<file path="config.mk">
export PLATFORM = sky130hd
export DESIGN_NAME = rv32m_div
export DESIGN_NICKNAME = d
export VERILOG_FILES = /design/src/rtl/rv32m_div_pkg.sv /design/src/rtl/rv32m_div.sv
export SDC_FILE = /design/constraint.sdc
export NUM_CORES = 1
export LEC_CHECK = 0
export CAP_MARGIN = 20
export CORE_MARGIN = 3
export CORE_UTILIZATION = 32
export DETAILED_ROUTE_END_ITERATION = 10
export DONT_BUFFER_PORTS = 1
export PLACE_DENSITY = 0.48
export SLEW_MARGIN = 20
export SYNTH_ARGS = -nofsm -noshare
export SYNTH_HDL_FRONTEND = slang
export SYNTH_SLANG_ARGS = --single-unit
</file>
<file path="constraint.sdc">
create_clock -name clk -period 6 [get_ports clk]
set_input_delay 0.3 -clock clk [delete_from_list [all_inputs] [get_ports clk]]
set_output_delay 0.3 -clock clk [all_outputs]
set_load 0.03 [all_outputs]
</file>
<file path="src/rtl/rv32m_div_pkg.sv">
// Shared definitions for the RV32M divider: operand width and div_op encodings.
package rv32m_div_pkg;

    localparam int DATA_WIDTH_DEF = 32;

    typedef enum logic [1:0] {
        OP_DIV  = 2'd0,
        OP_DIVU = 2'd1,
        OP_REM  = 2'd2,
        OP_REMU = 2'd3
    } divOp_t;

    function automatic logic isSignedOp(input logic [1:0] op);
        return ~op[0];
    endfunction

    function automatic logic isRemOp(input logic [1:0] op);
        return op[1];
    endfunction

endpackage

</file>
<file path="src/rtl/rv32m_div.sv">
// Iterative restoring radix-2 divider for RV32M DIV/DIVU/REM/REMU.
// One quotient bit per cycle on magnitudes, with sign fix-up applied to the registered result.
module rv32m_div
    import rv32m_div_pkg::*;
#(
    parameter int DATA_WIDTH = DATA_WIDTH_DEF
) (
    input  logic                  clk,
    input  logic                  rst_n,
    input  logic                  div_start,
    input  logic [1:0]            div_op,
    input  logic [DATA_WIDTH-1:0] div_s1,
    input  logic [DATA_WIDTH-1:0] div_s2,
    output logic                  div_ready,
    output logic [DATA_WIDTH-1:0] div_result,
    output logic                  div_busy
);

    localparam logic [5:0]            LAST_STEP = 6'(DATA_WIDTH - 1);
    localparam logic [DATA_WIDTH-1:0] MIN_INT   = {1'b1, {(DATA_WIDTH-1){1'b0}}};

    typedef enum logic [1:0] {
        IDLE,
        CALC,
        DONE
    } state_t;

    state_t                r_state;
    logic                  r_isRem;
    logic                  r_negQuo;
    logic                  r_negRem;
    logic [DATA_WIDTH-1:0] r_rem;
    logic [DATA_WIDTH-1:0] r_quo;
    logic [DATA_WIDTH-1:0] r_divisor;
    logic [5:0]            r_cnt;
    logic                  r_ready;
    logic                  r_busy;
    logic [DATA_WIDTH-1:0] r_result;

    logic                  w_s1Neg;
    logic                  w_s2Neg;
    logic [DATA_WIDTH-1:0] w_absS1;
    logic [DATA_WIDTH-1:0] w_absS2;
    logic                  w_divZero;
    logic                  w_overflow;
    logic [DATA_WIDTH-1:0] w_specialResult;
    logic [DATA_WIDTH:0]   w_shifted;
    logic [DATA_WIDTH:0]   w_trial;
    logic                  w_qBit;
    logic [DATA_WIDTH-1:0] w_nextRem;
    logic [DATA_WIDTH-1:0] w_nextQuo;
    logic [DATA_WIDTH-1:0] w_quoFinal;
    logic [DATA_WIDTH-1:0] w_remFinal;
    logic [DATA_WIDTH-1:0] w_calcResult;

    // Operand pre-processing: magnitudes and signs are only meaningful for signed ops.
    assign w_s1Neg    = isSignedOp(div_op) & div_s1[DATA_WIDTH-1];
    assign w_s2Neg    = isSignedOp(div_op) & div_s2[DATA_WIDTH-1];
    assign w_absS1    = w_s1Neg ? -div_s1 : div_s1;
    assign w_absS2    = w_s2Neg ? -div_s2 : div_s2;
    assign w_divZero  = (div_s2 == '0);
    assign w_overflow = isSignedOp(div_op) && (div_s1 == MIN_INT) && (div_s2 == '1);

    assign w_specialResult = w_divZero ? (isRemOp(div_op) ? div_s1 : '1)
                                       : (isRemOp(div_op) ? '0 : MIN_INT);

    // Restoring step: the borrow out of the trial subtraction decides the quotient bit.
    assign w_shifted = {r_rem, r_quo[DATA_WIDTH-1]};
    assign w_trial   = w_shifted - {1'b0, r_divisor};
    assign w_qBit    = ~w_trial[DATA_WIDTH];
    assign w_nextRem = w_qBit ? w_trial[DATA_WIDTH-1:0] : w_shifted[DATA_WIDTH-1:0];
    assign w_nextQuo = {r_quo[DATA_WIDTH-2:0], w_qBit};

    assign w_quoFinal   = r_negQuo ? -w_nextQuo : w_nextQuo;
    assign w_remFinal   = r_negRem ? -w_nextRem : w_nextRem;
    assign w_calcResult = r_isRem ? w_remFinal : w_quoFinal;

    always_ff @(posedge clk) begin
        if (!rst_n) begin
            r_state   <= IDLE;
            r_isRem   <= 1'b0;
            r_negQuo  <= 1'b0;
            r_negRem  <= 1'b0;
            r_rem     <= '0;
            r_quo     <= '0;
            r_divisor <= '0;
            r_cnt     <= '0;
            r_ready   <= 1'b0;
            r_busy    <= 1'b0;
            r_result  <= '0;
        end else begin
            r_ready <= 1'b0;
            case (r_state)
                IDLE: begin
                    if (div_start) begin
                        r_isRem   <= isRemOp(div_op);
                        r_negQuo  <= w_s1Neg ^ w_s2Neg;
                        r_negRem  <= w_s1Neg;
                        r_rem     <= '0;
                        r_quo     <= w_absS1;
                        r_divisor <= w_absS2;
                        r_cnt     <= '0;
                        r_busy    <= 1'b1;
                        if (w_divZero || w_overflow) begin
                            r_state  <= DONE;
                            r_result <= w_specialResult;
                            r_ready  <= 1'b1;
                        end else begin
                            r_state <= CALC;
                        end
                    end
                end
                CALC: begin
                    // A dropped request means the issuing lane was flushed.
                    if (!div_start) begin
                        r_state <= IDLE;
                        r_busy  <= 1'b0;
                    end else begin
                        r_rem <= w_nextRem;
                        r_quo <= w_nextQuo;
                        r_cnt <= r_cnt + 6'd1;
                        if (r_cnt == LAST_STEP) begin
                            r_state  <= DONE;
                            r_result <= w_calcResult;
                            r_ready  <= 1'b1;
                            r_cnt    <= '0;
                        end
                    end
                end
                DONE: begin
                    r_state <= IDLE;
                    r_busy  <= 1'b0;
                end
                default: begin
                    r_state <= IDLE;
                    r_busy  <= 1'b0;
                end
            endcase
        end
    end

    assign div_ready  = r_ready;
    assign div_busy   = r_busy;
    assign div_result = r_result;

endmodule

</file>
== Yosys cells after proc, flatten, opt, wreduce, memory -nomap -nowiden ==
Index checks and enable logic that the tools add are counted.

* Input bits: 69
* Bits in registers: 141
* Logic and storage cells: 80
* Output and inout bits: 34

* Bitwise gates (word level): 5
* Equal/unequal tests: 10
* Reductions and logical operators: 11
* Multiplexer cells: 37
* $add $sub $neg: 6

{| class="wikitable"
|+ Operators by type and width
! operator !! number
|-
| 32-bit 2-to-1 mux || 17
|-
| 32-bit case mux with 2 select lines || 3
|-
| 32-bit negator || 4
|-
| 32-bit equality test (second input constant) || 2
|-
| 33-bit by 32-bit subtractor with 33-bit output || 1
|-
| 32-bit logical NOT || 1
|-
| 6-bit 2-to-1 mux || 3
|-
| 6-bit case mux with 2 select lines || 1
|-
| 2-bit inequality test (second input constant) || 5
|-
| 2-bit 2-to-1 mux || 4
|-
| 6-bit by 1-bit adder with 6-bit output (second input constant) || 1
|-
| 6-bit by 5-bit equality test with 1-bit output (second input constant) || 1
|-
| 1-bit 2-to-1 mux || 6
|-
| 2-bit AND reduction || 3
|-
| 5-bit AND reduction || 1
|-
| 1-bit case mux with 2 select lines || 2
|-
| 2-bit case mux with 2 select lines || 1
|-
| 3-bit inequality test (second input constant) || 1
|-
| 3-bit AND reduction || 1
|-
| 1-bit bitwise AND || 2
|-
| 2-bit by 1-bit equality test with 1-bit output (second input constant) || 1
|-
| 1-bit logical AND || 2
|-
| 2-bit logical NOT || 1
|-
| 1-bit NOT || 2
|-
| 3 further kinds || 3
|}

== Logic depth before layout (Yosys ltp) ==
Gate-level depths: netlist of run 1.

* Depth after elaboration: 8
* Mapped depth: 24

== Worst setup path after synthesis of run 1 ==
Ideal clock, no wire load.

* Kind: register to register
* From: register r_quo[31]
* To: register r_result[28] (netlist: div_result[28])
* Required time: 5913 ps
* Path buffers: 2
* Library setup time: 87 ps
* Setup slack: 1206 ps
* Arrival: 4707 ps
* Cell stages (with the launch flop): 25
* Cell sequence: dfxtp_1 -> inv_1 -> ha_1 -> inv_1 -> fa_1 -> a211oi_2 -> o21ai_2 -> nand4b_1 -> a31oi_2 -> nor3_2 -> nor2_4 -> inv_1 -> buf_6 -> clkbuf_1 -> ha_1 -> nand2_1 -> nor2b_1 -> nand4b_1 -> or4_1 -> or2_2 -> o31ai_1 -> xnor2_1 -> o21ai_1 -> o21bai_1 -> o31ai_1

* Longest elaborated chain between the ends: 8
* Elaborated cells between the ends (all ways): 11
* Those cells by class: add/sub (3); mux (7); bitwise (1)

{| class="wikitable"
|+ RTL lines
! item !! line !! text
|-
| start: declaration || rv32m_div.sv:33 || <nowiki>logic [DATA_WIDTH-1:0] r_quo;</nowiki>
|-
| start signal: assignment || rv32m_div.sv:100 || <nowiki>r_quo <= w_absS1;</nowiki>
|-
| start signal: assignment || rv32m_div.sv:120 || <nowiki>r_quo <= w_nextQuo;</nowiki>
|-
| 33-bit by 32-bit subtractor with 33-bit output || rv32m_div.sv:69 || <nowiki>assign w_trial = w_shifted - {1'b0, r_divisor};</nowiki>
|-
| 32-bit 2-to-1 mux or 1-bit NOT (tied branches) || rv32m_div.sv:71, rv32m_div.sv:70 ||
|-
| 32-bit negator (on tied branches) || rv32m_div.sv:75, rv32m_div.sv:74 ||
|-
| 32-bit 2-to-1 mux (on tied branches) || rv32m_div.sv:75, rv32m_div.sv:74 ||
|-
| 32-bit 2-to-1 mux (*) || rv32m_div.sv:76 || <nowiki>assign w_calcResult = r_isRem ? w_remFinal : w_quoFinal;</nowiki>
|-
| 32-bit 2-to-1 mux (*) || rv32m_div.sv:122 || <nowiki>if (r_cnt == LAST_STEP) begin</nowiki>
|-
| 32-bit 2-to-1 mux (*) || rv32m_div.sv:115 || <nowiki>if (!div_start) begin</nowiki>
|-
| 32-bit case mux with 2 select lines (*) || rv32m_div.sv:93 || <nowiki>case (r_state)</nowiki>
|-
| end signal: assignment || rv32m_div.sv:106 || <nowiki>r_result <= w_specialResult;</nowiki>
|-
| end signal: assignment || rv32m_div.sv:124 || <nowiki>r_result <= w_calcResult;</nowiki>
|-
| end: declaration || rv32m_div.sv:38 || <nowiki>logic [DATA_WIDTH-1:0] r_result;</nowiki>
|}

Mark *: on every way between the ends. The rest lies on a longest branch, timed or not. The select of a mux whose other input is x is not followed.
A chain may end at the register's enable or synchronous reset.

== Final worst setup path of run 1 ==
* From: register r_rem[16]
* To: register r_result[28] (netlist: div_result[28])

* Longest elaborated chain between the ends: 8
* Elaborated cells between the ends (all ways): 11
* Those cells by class: add/sub (3); mux (7); bitwise (1)

{| class="wikitable"
|+ RTL lines
! item !! line !! text
|-
| start: declaration || rv32m_div.sv:32 || <nowiki>logic [DATA_WIDTH-1:0] r_rem;</nowiki>
|-
| start signal: assignment || rv32m_div.sv:119 || <nowiki>r_rem <= w_nextRem;</nowiki>
|-
| 33-bit by 32-bit subtractor with 33-bit output || rv32m_div.sv:69 ||
|-
| 32-bit 2-to-1 mux or 1-bit NOT (tied branches) || rv32m_div.sv:71, rv32m_div.sv:70 ||
|-
| 32-bit negator (on tied branches) || rv32m_div.sv:75, rv32m_div.sv:74 ||
|-
| 32-bit 2-to-1 mux (on tied branches) || rv32m_div.sv:75, rv32m_div.sv:74 ||
|-
| 32-bit 2-to-1 mux (*) || rv32m_div.sv:76 ||
|-
| 32-bit 2-to-1 mux (*) || rv32m_div.sv:122 ||
|-
| 32-bit 2-to-1 mux (*) || rv32m_div.sv:115 ||
|-
| 32-bit case mux with 2 select lines (*) || rv32m_div.sv:93 ||
|}

Marks and branches as above.

==> metrics.md, run 1 <==
| Metric | Value |
|---|---|
| Post-synthesis register bit count | `about 140` |
| Syn_area_per_cell | `7.25 um2` |
| Syn-to-layout area delta | `7.29%` |
| GPL Wtd Cong | `just under 0.9` |
| Clock Latency Late Sink | `between 0.4 and 0.5 ns` |
| Setup TNS | `0 ns` |
| Sequential share of the synthesized area | `24.2%` |
| Asr flop ratio synth | `0%` |
| Synth top cells by count | `244 x nor2_1, 151 x a21oi_1, 141 x dfxtp_1` |
| Layout cells sized above 1 | `6.76%` |
| Avg WL per Cell | `21.4 um` |
| WL final | `43.0 mm` |
| Vias in the first global route | `around 11,000` |
| Global-route wire length before repair | `66.4 mm` |
| Worst-margin pin slew | `1.01 ns` |
| Starting Density | `32.6%` |
| Vias | `between 10,000 and 15,000` |
| Slowest CP cell | `or4_1` |
| Gr usage total | `21.7%` |
| YS warnings | `0` |
| GR Util met1 | `31.6%` |
| M2 GR Usage | `33.7%` |
| Number of flops mapped to enable cells by yosys | `0` |
| Core area | `roughly 36,000 um2` |
| Crit. End Element | `flop` |
| Chip height | `197 um` |
| Fmax | `199 MHz` |
| Leak pwr | `around 4.5 nW` |
| Gr busiest metal | `met2` |
| Top cell type's share of synthesized area | `24.2%` |
| CTS H-tree lvls | `4` |
| Fin nets | `1,653` |
| CTS clock-pin slew for the worst setup and hold paths | `0.06 ns` |
| Post-synth top flop | `dfxtp_1` |
| Max Cap Violations | `0` |
| VDD IR-drop max | `0.207 mV` |
| Clock sinks | `between 100 and 150` |
| Critical path launch point type | `flop` |
| Top-count cell post-synth | `nor2_1` |
| Post-Syn Area | `11,700 um2` |
| Final min period | `5.03 ns` |
| DR pass1 iterations | `7` |
| Std-Cell Rows | `69` |
| Tcrit/Tclk final | `between 80% and 90%` |
| Port Buffers | `0` |
| CP Data Arrival Time | `5.37 ns` |
| Cell taking the most area after synthesis | `dfxtp_1` |
| Num CTS Buffers | `17` |
| GRT overflow | `0` |
| CTS tree | `yes` |
| Largest net degree at the start of global routing | `79` |
| Postcts setup bufs | `0` |
| Power density over the cells | `221 nW/um2` |
| CP top delay family | `compound AO/OA/AOI/OAI gates` |
| Antenna violations before repair | `0` |
| I/O pins | `between 100 and 150` |
| Worst hold path class | `input port to flop` |
| Clock Skew | `0.00912 ns` |
| Dpl hpwl | `32.2 mm` |
| Setup violators final | `0` |
| Final Hold Vio Count | `0` |
| Netlist cell types | `a little over 100` |
| Initial drt markers | `roughly 970` |
| Root buffer cell | `clkbuf_16` |
| Critical Path RT | `approximately 6.4 ns` |
| Final ANT Viol Nets | `0` |
| Critical path class | `flop to flop` |
| Unrepaired setup endpoints after global routing | `false` |
| CP Max Fanout | `15` |
| Crit-path cells | `ha_1 -> a21oi_1 -> o21ai_2 -> a2111oi_4 -> o31ai_2 -> o21a_4 -> nor2_4 -> inv_1 -> ha_1 -> nand2_1 -> nor2b_1 -> nand4b_1 -> or4_1 -> or2_2 -> o31ai_1 -> xnor2_1 -> o21ai_1 -> o21bai_1 -> o31ai_1` |
| Pwr Total | `2.76 mW` |
| Post-cts gate resize count | `0` |
| Cells after synthesis | `1,607` |
| DR DRC count | `0` |
| Syn nets | `between 1,500 and 2,000` |
| Largest cells by area after synthesis | `dfxtp_1 24%, nor2_1 7.9%, a21oi_1 6.5%, xnor2_1 5.7%, ha_1 4.1%` |
| Die X | `197 um` |
| Die area | `38,800 um2` |
| Grt met3 use | `3.73%` |
| Average vias per placed instance | `between 5 and 6` |
| Slew Viols, Final | `0` |
| CTS Buffer Depth | `2` |
| Antenna cells | `0` |
| # hold bufs at CTS | `3` |
| Crit path buf inv count | `1` |
| Rel. slew slack | `32.7%` |
| Crit-path max cell delay | `roughly 0.52 ns` |
| Status | `complete, no violations` |
==> final cells by class <==
type / instances / area (um2)
Timing Repair Buffer: 23 / 180
Sequential cell: 141 / 2820
Clock inverter: 2 / 35.0
Clock buffer: 25 / 495
Tap cell: 461 / 577
Fill cell: 3888 / 23200
Multi-Input combinational cell: 1289 / 8120
Inverter: 73 / 275
==> path summary, 6_finish.rpt <==
path	depth (start not counted)	slack, ns	startpoint	to
setup / recovery	19	0.97	r_rem[16]$_SDFFE_PN0P_	div_result[28]$_SDFFE_PN0P_
hold / removal	2	0.008	rst_n	div_result[3]$_SDFFE_PN0P_
setup reg to reg	19	0.97	r_rem[16]$_SDFFE_PN0P_	div_result[28]$_SDFFE_PN0P_
hold reg to reg	2	0.46	r_divisor[22]$_SDFFE_PN0P_	r_divisor[22]$_SDFFE_PN0P_
==> power breakdown <==
group	total [mW]	leakage (nW)	internal, mW	switching, mW
Clock	1.02	0.261	0.602	0.417
Sequential	1.07	1.15	0.991	0.0805
Combinational	0.671	3.07	0.233	0.438
Total	2.76	4.48	1.83	0.936
==> registers in the layout, summed over array words and instances, names as in the netlist <==
register and count:
div_result 32, r_divisor 32, r_quo 32, r_rem 32, r_cnt 6, r_state 2, div_busy 1, div_ready 1
r_isRem 1, r_negQuo 1, r_negRem 1
==> logic make-up (layout without fill, tap and decap cells) <==
family,after synthesis,in the layout,share of synthesized area (%)
buffers and inverters,177,123,6.32
AND/OR/NAND/NOR,567,567,22.6
AO/OA/AOI/OAI,520,520,29.8
adder cells (fa/ha/maj),40,40,4.34
XOR/XNOR,125,125,9.39
multiplexers,37,37,3.28
flip-flops,141,141,24.2
==> stage by stage <==
| step | instance area (um2) | hold slack, ns | cells | worst slack, ns | util, % |
|---|---|---|---|---|---|
| 6_report | 12500 | 0.00835 | 2014 | 0.971 | 35.0 |
| 5_1_grt | 12500 | 0.00132 | 2014 | 0.534 | 35.0 |
| 4_1_cts | 12500 | 0.000139 | 2014 | 1.04 | 35.0 |
| 3_5_place_dp | 11900 | 0.448 | 1984 | 1.12 | 33.4 |
| 3_3_place_gp | 11900 | 0.443 | 1984 | 1.24 | 33.4 |
| 2_1_floorplan | 11700 | 0.432 | 1607 | 1.21 | - |
==> routing by layer <==
| metal | up-vias | routed length (um) |
|---|---|---|
| li1 | 5726 | - |
| met1 | 5776 | 21000 |
| met2 | 368 | 19000 |
| met3 | 36 | 2440 |
| met4 | 0 | 601 |
| met5 | - | 0 |
==> placed cells by master (no fill, tap or decap), types with 22 or more instances in the layout <==
cell type,Yosys,layout
nor2_1,244,241
a21oi_1,151,151
dfxtp_1,141,141
nand2_1,123,123
o21ai_0,92,92
xnor2_1,76,76
inv_1,72,71
a211oi_1,57,57
xor2_1,49,49
ha_1,38,38
nand3_1,31,31
nor3_1,30,30
mux2i_1,27,27
nor4_1,25,25
o31ai_1,25,25
or3_1,23,23
nand4_1,22,22
Note: power is estimated with default switching activity, not from simulation.
==> run 2, diff against run 1 <==
Clock period 6 ns to 5.24 ns, I/O delays scaled along.
==> metrics.md, run 2 (synthesis gave the netlist of run 1 again) <==
| Metric | Value |
|---|---|
| Slowest CP cell | `or4_1` |
| Num CTS Buffers | `17 (unchanged)` |
| Initial drt markers | `1,106 (+15%)` |
| Layout cells sized above 1 | `7.21% (+0.45 points)` |
| Filler cells | `3,840 (-1.2%)` |
| Critical Path RT | `5.60 ns (-0.75 ns)` |
| Chip height | `197 um (unchanged)` |
| Core area | `35,700 um2 (unchanged)` |
| Status | `complete, no violations` |
| Global-route wire length before repair | `67.3 mm (+1.3%)` |
| Clock sinks | `141 (unchanged)` |
| Final Hold Vio Count | `0 (unchanged)` |
| Port Buffers | `0 (unchanged)` |
| Final worst slack | `0.390 ns (-0.581 ns)` |
| Worst Hold Slack | `0.0165 ns (+0.00818 ns)` |
| Setup TNS | `0 ns (unchanged)` |
| Max Cap Violations | `0 (unchanged)` |
| Syn-to-layout area delta | `8.37%` |
| Gr usage total | `22.1% (+0.40 points)` |
| Worst-margin pin slew | `1.02 ns (+0.0127 ns)` |
| Crit-path max cell delay | `0.53 ns (about the same)` |
| Critical path launch point type | `flop` |
| CTS tree | `yes` |
| Commonest cells after routing, fill and taps aside | `242 x nor2_1, 151 x a21oi_1, 141 x dfxtp_1` |
| DR DRC count | `0 (unchanged)` |
| CP Max Fanout | `15 (unchanged)` |
| Clock Skew | `0.0128 ns (+0.00370 ns)` |
| CP top delay family | `simple AND/OR/NAND/NOR gates` |
| Largest net degree at the start of global routing | `52 (-34%)` |
| Setup WS pre-CTS | `0.346 ns (-0.778 ns)` |
| Starting Density | `32.6% (unchanged)` |
| Tcrit/Tclk final | `92.6% (+8.7 points)` |
| Dpl hpwl | `32.9 mm (+2.2%)` |
| CP Data Arrival Time | `5.21 ns (-0.16 ns)` |
| Avg WL per Cell | `21.4 um (+0.23%)` |
| Leak pwr | `4.54 nW (+1.3%)` |
| Std-Cell Rows | `69 (unchanged)` |
| WL final | `43.4 mm (+0.92%)` |
| Die X | `197 um (unchanged)` |
| Antenna violations before repair | `0 (unchanged)` |
| VDD IR-drop max | `0.232 mV (+12%)` |
| Crit-path cells | `inv_1 -> ha_1 -> nand4_1 -> nor4_1 -> nand2_1 -> a31oi_2 -> o21a_4 -> nor2_4 -> inv_1 -> ha_1 -> nand2_1 -> nor2b_1 -> nand4b_1 -> or4_1 -> or2_2 -> o31ai_1 -> xnor2_1 -> o21ai_1 -> o21bai_1 -> o31ai_1` |
| Vias | `11,900 (-0.067%)` |
| Antenna cells | `0 (unchanged)` |
| GPL Wtd Cong | `0.870 (-1.0%)` |
| Rel. slew slack | `31.4% (-1.3 points)` |
| Fin nets | `1,663 (+0.60%)` |
| Vias in the first global route | `11,400 (+2.6%)` |
| CTS H-tree lvls | `4 (unchanged)` |
| Final min period | `4.85 ns (-0.179 ns)` |
| Root buffer cell | `clkbuf_16` |
| Power density over the cells | `256 nW/um2 (+16%)` |
| CTS Buffer Depth | `2 (unchanged)` |
| Crit. End Element | `flop` |
| Critical path class | `flop to flop` |
| Clock Latency Late Sink | `0.44 ns (about the same)` |
| Most common cell after layout, fill and taps aside | `nor2_1` |
| Final ANT Viol Nets | `0 (unchanged)` |
| Average vias per placed instance | `5.87 (-0.76%)` |
| Hold_sp | `rst_n` |
| Setup violators final | `0 (unchanged)` |
| Slew Viols, Final | `0 (unchanged)` |
| Die area | `38,800 um2 (unchanged)` |
| DR pass1 iterations | `5 (-2)` |
| I/O pins | `103 (unchanged)` |
| CTS clock-pin slew for the worst setup and hold paths | `0.06 ns (about the same)` |
| Worst Setup SP | `r_divisor[30]$_SDFFE_PN0P_` |
| GRT overflow | `0 (unchanged)` |
| Reg-to-reg startpoint | `r_divisor[30]$_SDFFE_PN0P_` |
| Fmax | `206 MHz (+3.7%)` |
| Crit path buf inv count | `2 (+1)` |
| Unrepaired setup endpoints after global routing | `false` |
| Worst hold path class | `input port to flop` |
[run 2: changes by cell type in the layout (fill, tap and decap cells not counted), sizes merged]
cell / before / now
bufinv: 1 / 2
dlygate4sd3: 3 / 7
clkinvlp: 0 / 1
clkinv: 2 / 4
buf: 20 / 26
[run 2: final cells by class]
type	count	area, um2	share of cell area [%]
Inverter	73	275	2.18
Sequential cell	141	2820	22.3
Multi-Input combinational cell	1289	8130	64.4
Tap cell	461	577	4.57
Clock inverter	6	86.3	0.683
Clock buffer	25	475	3.76
Timing Repair Buffer	33	265	2.10
[run 2: path summary, 6_finish.rpt]
| kind | end | slack [ns] | depth (start not counted) |
|---|---|---|---|
| hold / removal | div_result[6]$_SDFFE_PN0P_ | 0.02 | 2 |
| hold reg to reg | r_divisor[22]$_SDFFE_PN0P_ | 0.46 | 2 |
| setup reg to reg | div_result[28]$_SDFFE_PN0P_ | 0.39 | 20 |
| setup / recovery | div_result[28]$_SDFFE_PN0P_ | 0.39 | 20 |
[run 2: metal layers]
layer | vias up | wire length (um) | part of all wire [%] | track usage (%)
met3 | 45 | 3210 | 7.4 | 4.62
met5 | - | 0 | 0 | 0
li1 | 5749 | - | - | -
met2 | 433 | 19100 | 44 | 34.3
met4 | 0 | 652 | 1.5 | 5.02
met1 | 5671 | 20400 | 47 | 31.6
[run 2: power breakdown]
part           total [mW]  switching, mW  internal [mW]
sequential           1.22         0.0879           1.13
clock                1.22          0.500          0.723
combinational       0.789          0.515          0.274
[run 2: timing repair]
action	CTS	global route
resized for setup	0	1
hold endpoints to repair	27	0
hold buffers	7	0
endpoints found under the setup margin	0	1
setup buffers	0	0
[run 2: through the flow]
step / cells / total power [mW] / utilization [%] / area, um2
after floorplan: 1607 / 1.81 / - / 11700
after global placement: 1990 / 2.01 / 33.5 / 12000
after detailed placement: 1990 / 2.01 / 33.6 / 12000
after CTS: 2028 / 3.25 / 35.3 / 12600
after global routing: 2028 / 3.40 / 35.3 / 12600
final: 2028 / 3.24 / 35.3 / 12600
==> run 3, diff against run 2 <==
Settings changed: CORE_ASPECT_RATIO set to 0.8, SLEW_MARGIN 20 to 10.
==> metrics.md, run 3 (synthesis gave the netlist of run 1 again) <==
| Metric | Value |
|---|---|
| CTS Buffer Depth | `2 (unchanged)` |
| CTS H-tree lvls | `4 (unchanged)` |
| GRT overflow | `0 (unchanged)` |
| Layout cells sized above 1 | `8.25% (+1.0 points)` |
| Global-route wire length before repair | `67.3 mm (about the same)` |
| Clock sinks | `141 (unchanged)` |
| Setup violators final | `0 (unchanged)` |
| Commonest cells after routing, fill and taps aside | `242 x nor2_1, 150 x a21oi_1, 141 x dfxtp_1` |
| Fmax | `203 MHz (-1.5%)` |
| Placed Instance Area | `12,000 um2 (+0.29%)` |
| Multi-input gate area | `8170 um2 (+0.42%)` |
| Initial drt markers | `1,164 (+5.2%)` |
| Register cell area after layout | `2820 um2 (unchanged)` |
| Avg WL per Cell | `21.7 um (+1.5%)` |
| Final ANT Viol Nets | `0 (unchanged)` |
| Critical path class | `flop to flop` |
| Core area | `35,300 um2 (-1.1%)` |
| CP Data Arrival Time | `5.27 ns (+0.06 ns)` |
| Root buffer cell | `clkbuf_16` |
| Die area | `38,800 um2 (about the same)` |
| Starting Density | `33.0% (+0.37 points)` |
| Finished Cell Area | `12,800 um2 (+1.2%)` |
| DR pass1 iterations | `5 (unchanged)` |
| Largest net degree at the start of global routing | `72 (+38%)` |
| DR DRC count | `0 (unchanged)` |
| Worst-margin pin slew | `1.06 ns (+0.0362 ns)` |
| Syn-to-layout area delta | `9.71%` |
| Setup TNS | `0 ns (unchanged)` |
| Worst hold path class | `input port to flop` |
| Status | `complete, no violations` |
| Final min period | `4.92 ns (+0.0739 ns)` |
| R2r setup slk | `0.32 ns (-0.07 ns)` |
| Critical path launch point type | `flop` |
| Tcrit/Tclk final | `94.0% (+1.4 points)` |
| VDD IR-drop max | `0.155 mV (-33%)` |
| Power density over the cells | `258 nW/um2 (+0.70%)` |
| Filler cells | `3,772 (-1.8%)` |
| CP Max Fanout | `41 (+26)` |
| Vias in the first global route | `11,100 (-3.0%)` |
| Fin nets | `1,671 (+0.48%)` |
| Die X | `219 um (+11%)` |
| Clock Skew | `0.0147 ns (+0.00192 ns)` |
| Critical Path RT | `5.59 ns (about the same)` |
| Num CTS Buffers | `17 (unchanged)` |
| Most common cell after layout, fill and taps aside | `nor2_1` |
| I/O pins | `103 (unchanged)` |
| Antenna violations before repair | `0 (unchanged)` |
| Port Buffers | `0 (unchanged)` |
| Clock Latency Late Sink | `0.45 ns (about the same)` |
| Rel. slew slack | `29.2% (-2.2 points)` |
| Vias | `11,900 (-0.025%)` |
| CTS tree | `yes` |
| Chip height | `177 um (-10%)` |
| Crit. End Element | `flop` |
| Slew Viols, Final | `0 (unchanged)` |
| Gr usage total | `22.6% (+0.52 points)` |
| Leak pwr | `4.60 nW (+1.3%)` |
| Dpl hpwl | `33.7 mm (+2.2%)` |
| Max Cap Violations | `0 (unchanged)` |
| GPL Wtd Cong | `0.879 (+0.98%)` |
| Std-Cell Rows | `61 (-12%)` |
| CTS clock-pin slew for the worst setup and hold paths | `0.07 ns (about the same)` |
| Average vias per placed instance | `5.81 (-1.0%)` |
| Final Hold Vio Count | `0 (unchanged)` |
| WL final | `44.5 mm (+2.6%)` |
| Unrepaired setup endpoints after global routing | `false` |
==> run 3: repair_timing <==
item | in CTS | in global routing
setup endpoints to repair | 0 | 1
hold buffers | 8 | 0
hold endpoints to repair | 31 | 0
setup buffers | 0 | 3
gates resized for setup | 0 | 10
==> run 3: cell type report <==
class,instances,share of cell area (%)
flip-flops and latches,141,22.1
clock buffers,20,3.57
diodes,1,0.0196
multi-input cells,1289,63.8
well taps,472,4.62
repair buffers,41,2.65
inverters,73,2.15
clock inverters,12,1.08
==> run 3: final timing paths <==
| kind | endpoint | start | depth (start not counted) |
|---|---|---|---|
| min | r_divisor[24]$_SDFFE_PN0P_ | div_s2[24] | 2 |
| min reg2reg | r_divisor[22]$_SDFFE_PN0P_ | r_divisor[22]$_SDFFE_PN0P_ | 2 |
| max | div_result[28]$_SDFFE_PN0P_ | r_quo[31]$_SDFFE_PN0P_ | 18 |
| max reg2reg | div_result[28]$_SDFFE_PN0P_ | r_quo[31]$_SDFFE_PN0P_ | 18 |
==> run 3: worst max-delay path, cell delays in order, from the launching register on <==
cell	delay, ns
dfxtp_1	0.34
inv_1	0.06
ha_1	0.16
inv_1	0.05
fa_1	0.43
a211oi_2	0.27
o21ai_2	0.11
nand4b_1	0.18
a31oi_4	0.14
o21a_4	0.25
nor2_4	0.11
buf_4	0.50
mux2i_1	0.38
ha_1	0.28
o21ai_1	0.19
nor3_2	0.31
nand4_1	0.31
o311a_1	0.42
o31ai_1	0.30
==> run 3: layer usage <==
layer | part of all wire [%] | GRT usage [%] | vias to the layer above
li1 | - | - | 5772
met1 | 50 | 34.5 | 5661
met2 | 40 | 31.4 | 422
met3 | 9.0 | 5.90 | 40
met4 | 1.2 | 5.02 | 0
met5 | 0 | 0 | -
==> run 3: report_power, final <==
part / internal, mW / leakage, nW / total [mW] / switching, mW
logic: 0.281 / 3.16 / 0.808 / 0.528
registers: 1.13 / 1.15 / 1.22 / 0.0896
clock network: 0.729 / 0.287 / 1.27 / 0.537
total: 2.14 / 4.60 / 3.30 / 1.15
==> run 3: stage by stage <==
| stage | std cells | worst slack [ns] | hold WS (ns) | util (%) | total power, mW |
|---|---|---|---|---|---|
| after floorplan | 1607 | 0.446 | 0.398 | - | 1.81 |
| after global placement | 2002 | 0.444 | 0.407 | 34.0 | 2.02 |
| after detailed placement | 2004 | 0.250 | 0.410 | 34.0 | 2.02 |
| after CTS | 2044 | 0.195 | 0.00224 | 35.9 | 3.30 |
| after global routing | 2048 | 0.0212 | 0.0138 | 36.2 | 3.46 |
| final | 2049 | 0.316 | 0.0262 | 36.2 | 3.30 |
